`config.mk`:
```
export PLATFORM = sky130hd
export DESIGN_NAME = traffic_phase_decoder
export DESIGN_NICKNAME = d
export VERILOG_FILES = /design/src/rtl/traffic_phase_decoder.sv
export SDC_FILE = /design/constraint.sdc
export NUM_CORES = 1
export LEC_CHECK = 0
export BUFFER_PORTS_ARGS = -buffer_cell sky130_fd_sc_hd__buf_2
export CAP_MARGIN = 20
export CORE_MARGIN = 3
export CORE_UTILIZATION = 45
export CTS_CLUSTER_DIAMETER = 50
export DETAILED_ROUTE_END_ITERATION = 6
export PLACE_DENSITY = 0.73
export SLEW_MARGIN = 20
export SYNTH_ARGS = -nofsm -noshare
export SYNTH_HDL_FRONTEND = slang
export SYNTH_SLANG_ARGS = --single-unit
```
`constraint.sdc`:
```
create_clock -name clk_1s -period 6 [get_ports clk_1s]
set_clock_uncertainty 0.2 [all_clocks]
set_input_delay 1.2 -clock clk_1s [delete_from_list [all_inputs] [get_ports clk_1s]]
set_output_delay 1.2 -clock clk_1s [all_outputs]
set_load 0.005 [all_outputs]
```
`src/rtl/traffic_phase_decoder.sv`:
```
// Decodes the 1 s cycle-counter index into two-approach lamp drives, countdowns and BCD digits.
// A broken index sequence forces flashing-yellow fault mode until the counter comes back to 0.
module traffic_phase_decoder #(
    parameter int G_A    = 30,
    parameter int Y_A    = 4,
    parameter int G_B    = 21,
    parameter int Y_B    = 4,
    parameter int PERIOD = 59
) (
    input  logic       clk_1s,
    input  logic       rst,
    input  logic [6:0] number,
    output logic       a_red,
    output logic       a_yel,
    output logic       a_grn,
    output logic       b_red,
    output logic       b_yel,
    output logic       b_grn,
    output logic [6:0] a_remain,
    output logic [6:0] b_remain,
    output logic [3:0] a_tens,
    output logic [3:0] a_ones,
    output logic [3:0] b_tens,
    output logic [3:0] b_ones,
    output logic       fault
);

    typedef enum logic [2:0] {A_GRN, A_YEL, B_GRN, B_YEL, FLT} state_t;

    localparam logic [6:0] L_AG = 7'(G_A);
    localparam logic [6:0] L_AY = 7'(G_A + Y_A);
    localparam logic [6:0] L_BG = 7'(G_A + Y_A + G_B);
    localparam logic [6:0] L_P  = 7'(PERIOD);

    localparam logic [3:0] RST_A_TENS = 4'(G_A / 10);
    localparam logic [3:0] RST_A_ONES = 4'(G_A % 10);
    localparam logic [3:0] RST_B_TENS = 4'((G_A + Y_A) / 10);
    localparam logic [3:0] RST_B_ONES = 4'((G_A + Y_A) % 10);

    state_t     state;
    state_t     phase;
    logic [6:0] n_q;
    logic [6:0] expected;
    logic       seq_err;
    logic       go_flt;
    logic       flash;
    logic       flash_nxt;
    logic [6:0] a_rem_nxt;
    logic [6:0] b_rem_nxt;
    logic [3:0] a_tens_nxt;
    logic [3:0] a_ones_nxt;
    logic [3:0] b_tens_nxt;
    logic [3:0] b_ones_nxt;

    always_comb begin
        expected = (n_q == L_P - 7'd1) ? 7'd0 : n_q + 7'd1;
        seq_err  = (number != expected) || (number >= L_P);
        // In fault mode only a sampled 0 resynchronises; everything else keeps flashing.
        go_flt    = (state == FLT) ? (number != 7'd0) : seq_err;
        flash_nxt = (state == FLT) ? ~flash : 1'b1;

        phase     = B_YEL;
        a_rem_nxt = L_P - number;
        b_rem_nxt = L_P - number;
        if (number < L_AG) begin
            phase     = A_GRN;
            a_rem_nxt = L_AG - number;
            b_rem_nxt = L_AY - number;
        end else if (number < L_AY) begin
            phase     = A_YEL;
            a_rem_nxt = L_AY - number;
            b_rem_nxt = L_AY - number;
        end else if (number < L_BG) begin
            phase     = B_GRN;
            b_rem_nxt = L_BG - number;
        end

        a_tens_nxt = 4'(a_rem_nxt / 7'd10);
        a_ones_nxt = 4'(a_rem_nxt % 7'd10);
        b_tens_nxt = 4'(b_rem_nxt / 7'd10);
        b_ones_nxt = 4'(b_rem_nxt % 7'd10);
    end

    always_ff @(posedge clk_1s or posedge rst) begin
        if (rst) begin
            state    <= A_GRN;
            n_q      <= L_P - 7'd1;
            flash    <= 1'b0;
            a_red    <= 1'b0;
            a_yel    <= 1'b0;
            a_grn    <= 1'b1;
            b_red    <= 1'b1;
            b_yel    <= 1'b0;
            b_grn    <= 1'b0;
            a_remain <= L_AG;
            b_remain <= L_AY;
            a_tens   <= RST_A_TENS;
            a_ones   <= RST_A_ONES;
            b_tens   <= RST_B_TENS;
            b_ones   <= RST_B_ONES;
            fault    <= 1'b0;
        end else begin
            n_q <= number;
            if (go_flt) begin
                state    <= FLT;
                flash    <= flash_nxt;
                a_red    <= 1'b0;
                a_yel    <= flash_nxt;
                a_grn    <= 1'b0;
                b_red    <= 1'b0;
                b_yel    <= flash_nxt;
                b_grn    <= 1'b0;
                a_remain <= 7'd0;
                b_remain <= 7'd0;
                a_tens   <= 4'hF;
                a_ones   <= 4'hF;
                b_tens   <= 4'hF;
                b_ones   <= 4'hF;
                fault    <= 1'b1;
            end else begin
                state    <= phase;
                flash    <= 1'b0;
                a_grn    <= (phase == A_GRN);
                a_yel    <= (phase == A_YEL);
                a_red    <= (phase == B_GRN) || (phase == B_YEL);
                b_red    <= (phase == A_GRN) || (phase == A_YEL);
                b_grn    <= (phase == B_GRN);
                b_yel    <= (phase == B_YEL);
                a_remain <= a_rem_nxt;
                b_remain <= b_rem_nxt;
                a_tens   <= a_tens_nxt;
                a_ones   <= a_ones_nxt;
                b_tens   <= b_tens_nxt;
                b_ones   <= b_ones_nxt;
                fault    <= 1'b0;
            end
        end
    end

endmodule

```
==> flow_summary.json, run 1 <==
{
  "avgSynthCellArea_um2": 8.801,
  "grt-ovfl-total": 0,
  "synth_top_cell_by_area": "dfrtp_1",
  "path_class": "input port to flop",
  "synthTopCellsByCount": "nor2_1, nand2_1, dfrtp_1",
  "areaGrowthSynthToFinish_pct": 20.49,
  "powerDensity_nw_per_um2": 220.2,
  "worstMarginPinSlew_ns": 0.9425,
  "ant_nets": 0,
  "wl_um": 8965,
  "cap_violations": 0,
  "antenna_found_initial": 0,
  "port_buffers": 45,
  "drc_errors": 0,
  "critPathTopFamily": "compound AO/OA/AOI/OAI gates",
  "design.core.area_um2": 7019,
  "ios": 46,
  "die_height_um": 92.55,
  "power_frac_seq_pct": 33.9,
  "p_comb_share_pct": 40.5,
  "cts.sinks": 43,
  "place_hpwl_um": 6831,
  "cp_common_cell": "ha_2",
  "place.gp.congestion": 0.9646,
  "slowest_stage": "a2111oi_4",
  "setup_viol": 0,
  "place_ws_ns": -0.02987,
  "hold_violations": 0,
  "start_util_pct": 48.02,
  "vias": 3248,
  "grt_pass1_vias": 3111,
  "p_sw_share_pct": 35.21,
  "cts_made_buffers": 5,
  "h-tree-depth": 2,
  "via_per_inst": 5.938,
  "p_int_uw": 579.4,
  "drtIter0Drc": 296,
  "cts_tree": "done",
  "p_sw_uw": 314.9,
  "synth_most_common_cell": "nor2_1",
  "ir_drop_mv": 0.1010,
  "die_width_um": 92.55,
  "cp_max_fo": 5,
  "hold_class": "flop to flop",
  "outcome": "finished, final reports clean",
  "num_rows": 30,
  "fin_ws_ns": 0.3083,
  "final_max_slew_viol_count": 0,
  "multi_input_area_um2": 2125,
  "syn_inst": 383,
  "crit_required_ns": 6.03,
  "synth_warnings": 0,
  "drive_gt1_share_pct": 32.15,
  "ys.flop_type": "dfrtp_1",
  "yosysTopAreaCellShare_pct": 20.04,
  "setup_tns_ns": 0,
  "ys_ff_latch": 43,
  "fmax_ghz": 0.1757,
  "clk_path_buf_depth": 2,
  "drt_first_pass_iters": 5,
  "grt_start_max_net_pins": 44,
  "seqCellArea_um2": 1096,
  "synth_area_leaders": "dfrtp_1, dfstp_2, ha_1",
  "yosysSeqAreaShare_pct": 32.52,
  "nFillCells": 625,
  "finalCriticalPeriod_ns": 5.692,
  "crit_buf_inv": 4,
  "holdWs_ns": 0.3337,
  "p_clk_share_pct": 25.6,
  "synth_area_um2": 3371,
  "syn_nets": 411,
  "fin_util_pct": 57.86,
  "synth_edf_count": 0,
  "nets": 478,
  "cpPeakStageDelay_ns": 0.38,
  "design.die.area_um2": 8565,
  "hold_buffers": 0,
  "cts_root_buf": "clkbuf_8",
  "p_leak_nw": 1.748,
  "grt_pass1_wl_um": 15220,
  "end_kind": "flop",
  "fin_crit_sh_pct": 94.86,
  "synth.distinct_cells": 81,
  "worstPathArrival_ns": 5.72,
  "crit_path_start_kind": "input port",
  "wl_per_cell_um": 16.39,
  "clkTransAtPathRegs_ns": 0.09,
  "maxSlewHeadroom_pct": 36.58,
  "grt_usage_pct": 21.65,
  "clk_latency_ns": 0.29,
  "async_reset_ff_share_pct": 100.0,
  "p_total_uw": 894.3,
  "n_antenna_cell": 0
}
## metal layers
metal  share of wire, %  up-vias  track usage [%]
li1                   -     1549                -
met1                 44     1554            30.25
met2                 49      123            35.41
met3                5.7       22            2.356
met4                1.8        0            6.064
met5                  0        -                0
## state kept, by name, indices dropped and copies added, names as in the netlist
register,count
a_grn,1
a_ones,3
a_red,1
a_remain,5
a_tens,4
a_yel,1
b_grn,1
b_ones,4
b_red,1
b_remain,7
b_tens,4
b_yel,1
fault,1
flash,1
n_q,7
state,1
## cells in the final DEF, fill, tap and decap left out, types with 6 or more instances in the layout
master,Yosys,layout
buf_2,6,45
o211ai_1,6,6
xnor2_1,12,11
nand3_1,16,16
dfrtp_1,27,27
inv_1,23,21
a21oi_1,8,8
ha_1,19,14
nor3_1,12,10
buf_4,4,39
o21ai_0,22,22
nor2_1,36,36
dfstp_2,16,16
nand4_1,6,6
nand2_1,29,29
## power by group through the flow
stage | clock, mW | sequential, mW | combinational, mW
after floorplan | 0 | 0.309 | 0.264
after global placement | 0 | 0.308 | 0.343
after detailed placement | 0 | 0.308 | 0.352
after CTS | 0.232 | 0.303 | 0.355
after global routing | 0.244 | 0.304 | 0.400
final | 0.229 | 0.303 | 0.362
## path summary, 6_finish.rpt
| path | slack, ns | depth (start not counted) | startpoint | end |
|---|---|---|---|---|
| max in group asynchronous | 4.42 | 3 | rst | a_remain[3] |
| min in group asynchronous | 0.82 | 3 | rst | b_tens[3] |
| hold / removal | 0.33 | 3 | flash | flash |
| setup reg to reg | 2.38 | 10 | n_q[1] | a_ones[3] |
| setup / recovery | 0.31 | 25 | number[0] | a_ones[1] |
| hold reg to reg | 0.33 | 3 | flash | flash |
## what timing repair did
item / CTS / global route
resized for setup: 0 / 3
buffers inserted: 0 / 1
setup endpoints to repair: 0 / 3
## cell type report
class	count	share of cell area (%)
flip-flops and latches	43	26.99
repair buffers	84	12.75
clock buffers	5	1.694
multi-input cells	292	52.31
clock inverters	3	1.078
inverters	24	2.218
well taps	96	2.957
## cells by family after synthesis
group | after synthesis | synth area share, %
xor+xnor | 13 | 3.378
flops | 43 | 32.52
buf+inv | 48 | 6.718
simple gates | 140 | 20.79
mux | 8 | 2.598
fa+ha+maj | 20 | 7.350
compound gates | 111 | 26.65
## per-stage QoR
| step | std cells | cell area, µm² |
|---|---|---|
| finish | 547 | 4061 |
| global route | 547 | 4061 |
| CTS | 546 | 4036 |
| detailed placement | 538 | 3924 |
| global placement | 538 | 3924 |
| floorplan | 383 | 3436 |
## worst register-to-register path, delay by kind of cell, from the launching register on
kind / cells / cell delay (ns)
AO/OA/AOI/OAI: 5 / 1.25
AND/OR/NAND/NOR: 2 / 0.76
buffers and inverters: 2 / 0.56
flip-flops: 1 / 0.55
adder cells (fa/ha/maj): 1 / 0.15
(Power assumes the default switching activity.)
==> inputs of run 2 (changes only) <==
Settings changed: RECOVER_POWER set to 25.
==> run 2 against run 1 <==
Compared with the run above:
- the run now ends with capacitance limit, slew limit left
- combinational power hardly changed
- cell count stayed put
- critical path type unchanged
- critical path depth stayed put
- non-clock buffer count stayed put
- register-to-register slack hardly changed
- sequential power hardly changed
- die area stayed put
- sequential share of layout area is 0.083 points higher
- count of clock-buffer cells in the layout stayed put
- largest cell class unchanged
==> flow_summary.json, run 2 (synthesis results as in run 1) <==
{
  "outcome": "complete, but fails checks",
  "failed_checks": "capacitance limit, slew limit",
  "p_sw_share_pct": 35.26,
  "nets": 478,
  "start_util_pct": 48.02,
  "multi_input_area_um2": 2125,
  "worstPathArrival_ns": 5.73,
  "via_per_inst": 5.938,
  "die_height_um": 92.55,
  "end_kind": "flop",
  "fin_crit_sh_pct": 94.93,
  "setup_viol": 0,
  "final_cells": 547,
  "p_sw_uw": 315.0,
  "seqCellArea_um2": 1096,
  "clk_latency_ns": 0.29,
  "power_frac_seq_pct": 33.9,
  "maxSlewHeadroom_pct": -42.15,
  "grt_start_max_net_pins": 44,
  "final_cell_mix": "buf_2, nor2_1, buf_4",
  "cts_tree": "done",
  "worstMarginPinSlew_ns": 2.132,
  "design.core.area_um2": 7019,
  "layout_commonest_cell": "buf_2",
  "vias": 3248,
  "cts.sinks": 43,
  "nFillCells": 626,
  "crit_path_start_kind": "input port",
  "drc_errors": 0,
  "cap_violations": 1,
  "fmax_ghz": 0.1756,
  "hold_class": "flop to flop",
  "crit_required_ns": 6.03,
  "cp_max_fo": 5,
  "ir_drop_mv": 0.1010,
  "n_antenna_cell": 0,
  "slowest_stage": "a2111oi_4",
  "cp_common_cell": "ha_2",
  "ios": 46,
  "drtIter0Drc": 296,
  "drt_first_pass_iters": 5,
  "design.die.area_um2": 8565,
  "hold_violations": 0,
  "final_max_slew_viol_count": 44,
  "cts_made_buffers": 5,
  "grt_usage_pct": 21.65,
  "drive_gt1_share_pct": 31.26,
  "num_rows": 30,
  "port_buffers": 45,
  "finalCriticalPeriod_ns": 5.696,
  "r2r_setup_slack_ns": 2.38,
  "p_int_uw": 578.4,
  "grt_pass1_vias": 3111,
  "path_class": "input port to flop",
  "ant_nets": 0,
  "antenna_found_initial": 0,
  "clkTransAtPathRegs_ns": 0.09,
  "cts_root_buf": "clkbuf_8",
  "grt_pass1_wl_um": 15220,
  "cpPeakStageDelay_ns": 0.38,
  "p_comb_share_pct": 40.5,
  "powerDensity_nw_per_um2": 220.6,
  "setup_tns_ns": 0,
  "place_hpwl_um": 6831,
  "grt-ovfl-total": 0,
  "wl_per_cell_um": 16.42,
  "p_leak_nw": 1.734,
  "place_inst": 538,
  "die_width_um": 92.55,
  "h-tree-depth": 2,
  "holdWs_ns": 0.3337,
  "place.gp.congestion": 0.9646,
  "p_clk_share_pct": 25.6,
  "clk_path_buf_depth": 2,
  "areaGrowthSynthToFinish_pct": 20.12,
  "wl_um": 8980,
  "top_regs": "b_remain (7), n_q (7), a_remain (5)"
}
## run 2: timing repair
action | in CTS | in global routing
gates resized for setup | 0 | 3
setup buffers | 0 | 1
setup endpoints to repair | 0 | 3
hold buffers | 0 | 0
## run 2: per-stage QoR
stage	cell area, µm²	power, mW	util [%]	setup slack (ns)
floorplan	3436	0.5722	-	0.006026
global placement	3924	0.6513	55.90	0.1331
detailed placement	3924	0.6609	55.90	-0.02987
CTS	4036	0.8902	57.50	0.2296
global route	4049	0.9477	57.68	-0.02621
finish	4049	0.8934	57.68	0.3042
## run 2: power groups by stage
stage / Clock [mW] / Sequential, mW / Combinational (mW)
after global placement: 0 / 0.308 / 0.343
after floorplan: 0 / 0.309 / 0.264
after global routing: 0.244 / 0.304 / 0.399
after detailed placement: 0 / 0.308 / 0.352
after CTS: 0.232 / 0.303 / 0.355
final: 0.229 / 0.303 / 0.361
## run 2: layer usage
layer,vias up,routed length (µm),global-route usage (%)
met2,116,4380,35.41
met5,-,0,0
met4,0,146,6.064
met3,19,475,2.356
li1,1553,-,-
met1,1560,3978,30.25
## run 2: worst max-delay path: cells and delay by family
kind / cells / cell delay [ns]
buf+inv: 4 / 0.38
simple gates: 8 / 1.26
xor+xnor: 1 / 0.19
fa+ha+maj: 4 / 0.78
mux: 1 / 0.21
compound gates: 7 / 1.70
## run 2: area by class of cell
type | count | share of cell area [%]
multi-input cells | 292 | 52.47
clock buffers | 5 | 1.700
flip-flops and latches | 43 | 27.07
well taps | 96 | 2.967
clock inverters | 3 | 1.082
inverters | 24 | 2.225
repair buffers | 84 | 12.48
## run 2: worst paths after layout
check	from	end	cells after the start
setup / recovery	number[0]	a_ones[1]	25
hold / removal	flash	flash	3
min in group asynchronous	rst	b_tens[3]	3
max in group asynchronous	rst	b_tens[2]	3
hold reg to reg	flash	flash	3
setup reg to reg	n_q[1]	a_ones[3]	10
==> inputs of run 3 (changes only) <==
Settings changed: CAP_MARGIN 20 to 30, CORE_MARGIN 3 to 4.
==> run 3 against run 2 <==
Compared with the run above:
- the flow still finishes with violations (capacitance limit, slew limit)
- maximum frequency decreased by 0.73%
- non-clock buffer count up 2
- global-route usage is 0.56 points lower
- worst hold slack better by 0.0021 ns
- via count fell by 1.6%
- total power is 6.9% lower
- critical path depth unchanged
- setup slack worse by 0.042 ns
- sequential power barely moved
- cell count grew 0.91%
==> flow_summary.json, run 3 (synthesis results as in run 1) <==
{
  "grt-ovfl-total": 0,
  "grt_usage_pct": 21.09,
  "nFillCells": 691,
  "clk_latency_ns": 0.29,
  "rsz0062_at_grt": "no",
  "cp-startpoint": "number[0]",
  "worstMarginPinSlew_ns": 2.131,
  "cts_made_buffers": 5,
  "drive_gt1_share_pct": 31.13,
  "r2r_end": "a_ones[3]",
  "p_total_uw": 831.6,
  "ir_drop_mv": 0.08208,
  "fin_crit_sh_pct": 95.63,
  "final_cell_mix": "buf_2, buf_4, nor2_1",
  "path_class": "input port to flop",
  "fin_ws_ns": 0.2622,
  "design_area_um2": 4033,
  "hold_violations": 0,
  "place_area_um2": 3936,
  "design.die.area_um2": 8939,
  "start_util_pct": 46.47,
  "maxSlewHeadroom_pct": -42.05,
  "hold_buffers": 0,
  "place.gp.congestion": 0.9640,
  "drtIter0Drc": 255,
  "cts_resized": 0,
  "cts_setup_buffers": 0,
  "nets": 480,
  "crit_path_start_kind": "input port",
  "powerDensity_nw_per_um2": 206.2,
  "num_rows": 31,
  "cts_root_buf": "clkbuf_8",
  "reg2reg_depth": 12,
  "ios": 46,
  "clkTransAtPathRegs_ns": 0.08,
  "worstPathArrival_ns": 5.75,
  "design.core.area_um2": 7253,
  "multi_input_area_um2": 2120,
  "grt_pass1_wl_um": 15190,
  "ant_nets": 0,
  "wl_um": 8830,
  "areaGrowthSynthToFinish_pct": 19.64,
  "place_hpwl_um": 6852,
  "port_buffers": 45,
  "drc_errors": 0,
  "r2r_setup_slack_ns": 2.43,
  "end_kind": "flop",
  "cp_max_fo": 10,
  "via_per_inst": 5.790,
  "antenna_found_initial": 0,
  "top_regs": "b_remain (7), n_q (7), a_remain (5)",
  "seqCellArea_um2": 1096,
  "place_ws_ns": -0.02540,
  "die_width_um": 94.55,
  "grt_pass1_vias": 3100,
  "drt_first_pass_iters": 5,
  "clk_path_buf_depth": 2,
  "vias": 3196,
  "finalCriticalPeriod_ns": 5.738,
  "layout_commonest_cell": "buf_2",
  "h-tree-depth": 2,
  "setup_tns_ns": 0,
  "die_height_um": 94.55,
  "cts.sinks": 43,
  "p_leak_nw": 1.725,
  "grt_start_max_net_pins": 44,
  "failed_checks": "capacitance limit, slew limit",
  "hold_class": "flop to flop",
  "cts_tree": "done",
  "fmax_ghz": 0.1743,
  "n_antenna_cell": 0,
  "cap_violations": 1,
  "setup_viol": 0,
  "crit_required_ns": 6.02,
  "outcome": "complete, but fails checks",
  "reg2reg_from": "n_q[1]",
  "worstSetupEndpoint": "a_ones[1]",
  "wl_per_cell_um": 16.00,
  "final_max_slew_viol_count": 44
}
## run 3: worst min path at each step
| stage | startpoint | to | slack, ns | cells past startpoint |
|---|---|---|---|---|
| 3_5_place_dp | flash | flash | 0.33 | 3 |
| 2_1_floorplan | flash | flash | 0.30 | 3 |
| 3_3_place_gp | flash | flash | 0.32 | 3 |
| 6_report | flash | flash | 0.34 | 3 |
| 4_1_cts | flash | flash | 0.34 | 3 |
| 5_1_grt | flash | flash | 0.40 | 3 |
## run 3: per-stage QoR
stage	utilization, %	hold slack [ns]	std cells
floorplan	-	0.2968	383
global placement	54.27	0.3202	543
detailed placement	54.27	0.3290	543
CTS	55.44	0.3415	551
global route	55.60	0.4024	552
finish	55.60	0.3358	552
## run 3: layout make-up
type                    count  share of cell area (%)
clock buffers               6                   1.800
flip-flops and latches     43                   27.18
inverters                  24                   2.234
repair buffers             86                   12.85
well taps                  99                   3.072
multi-input cells         292                   52.56
clock inverters             2                  0.3103
## run 3: power breakdown
part           switching (mW)  internal, mW
registers             0.00359         0.300
logic                   0.202         0.155
clock network          0.0908        0.0812
total                   0.296         0.536
## run 3: metal layers
layer	global-route usage [%]	wire length, µm	vias up
li1	-	-	1549
met4	6.611	178	0
met2	33.69	4086	113
met3	2.789	465	16
met1	29.62	4099	1518
met5	0	0	-
## run 3: critical path, stage by stage
cell,delay [ns]
buf_2,0.09
buf_4,0.19
a21oi_4,0.09
buf_4,0.16
a211oi_1,0.31
a311oi_2,0.11
o32a_1,0.37
nand2_1,0.10
ha_2,0.19
inv_1,0.08
a2111oi_4,0.30
nor3_1,0.11
nor3_1,0.21
o21a_1,0.17
nor3_1,0.06
or2_4,0.26
ha_1,0.19
and3_1,0.15
o22ai_2,0.21
o221ai_4,0.17
xnor2_2,0.22
ha_2,0.20
inv_2,0.06
a221oi_4,0.33
mux2i_1,0.22
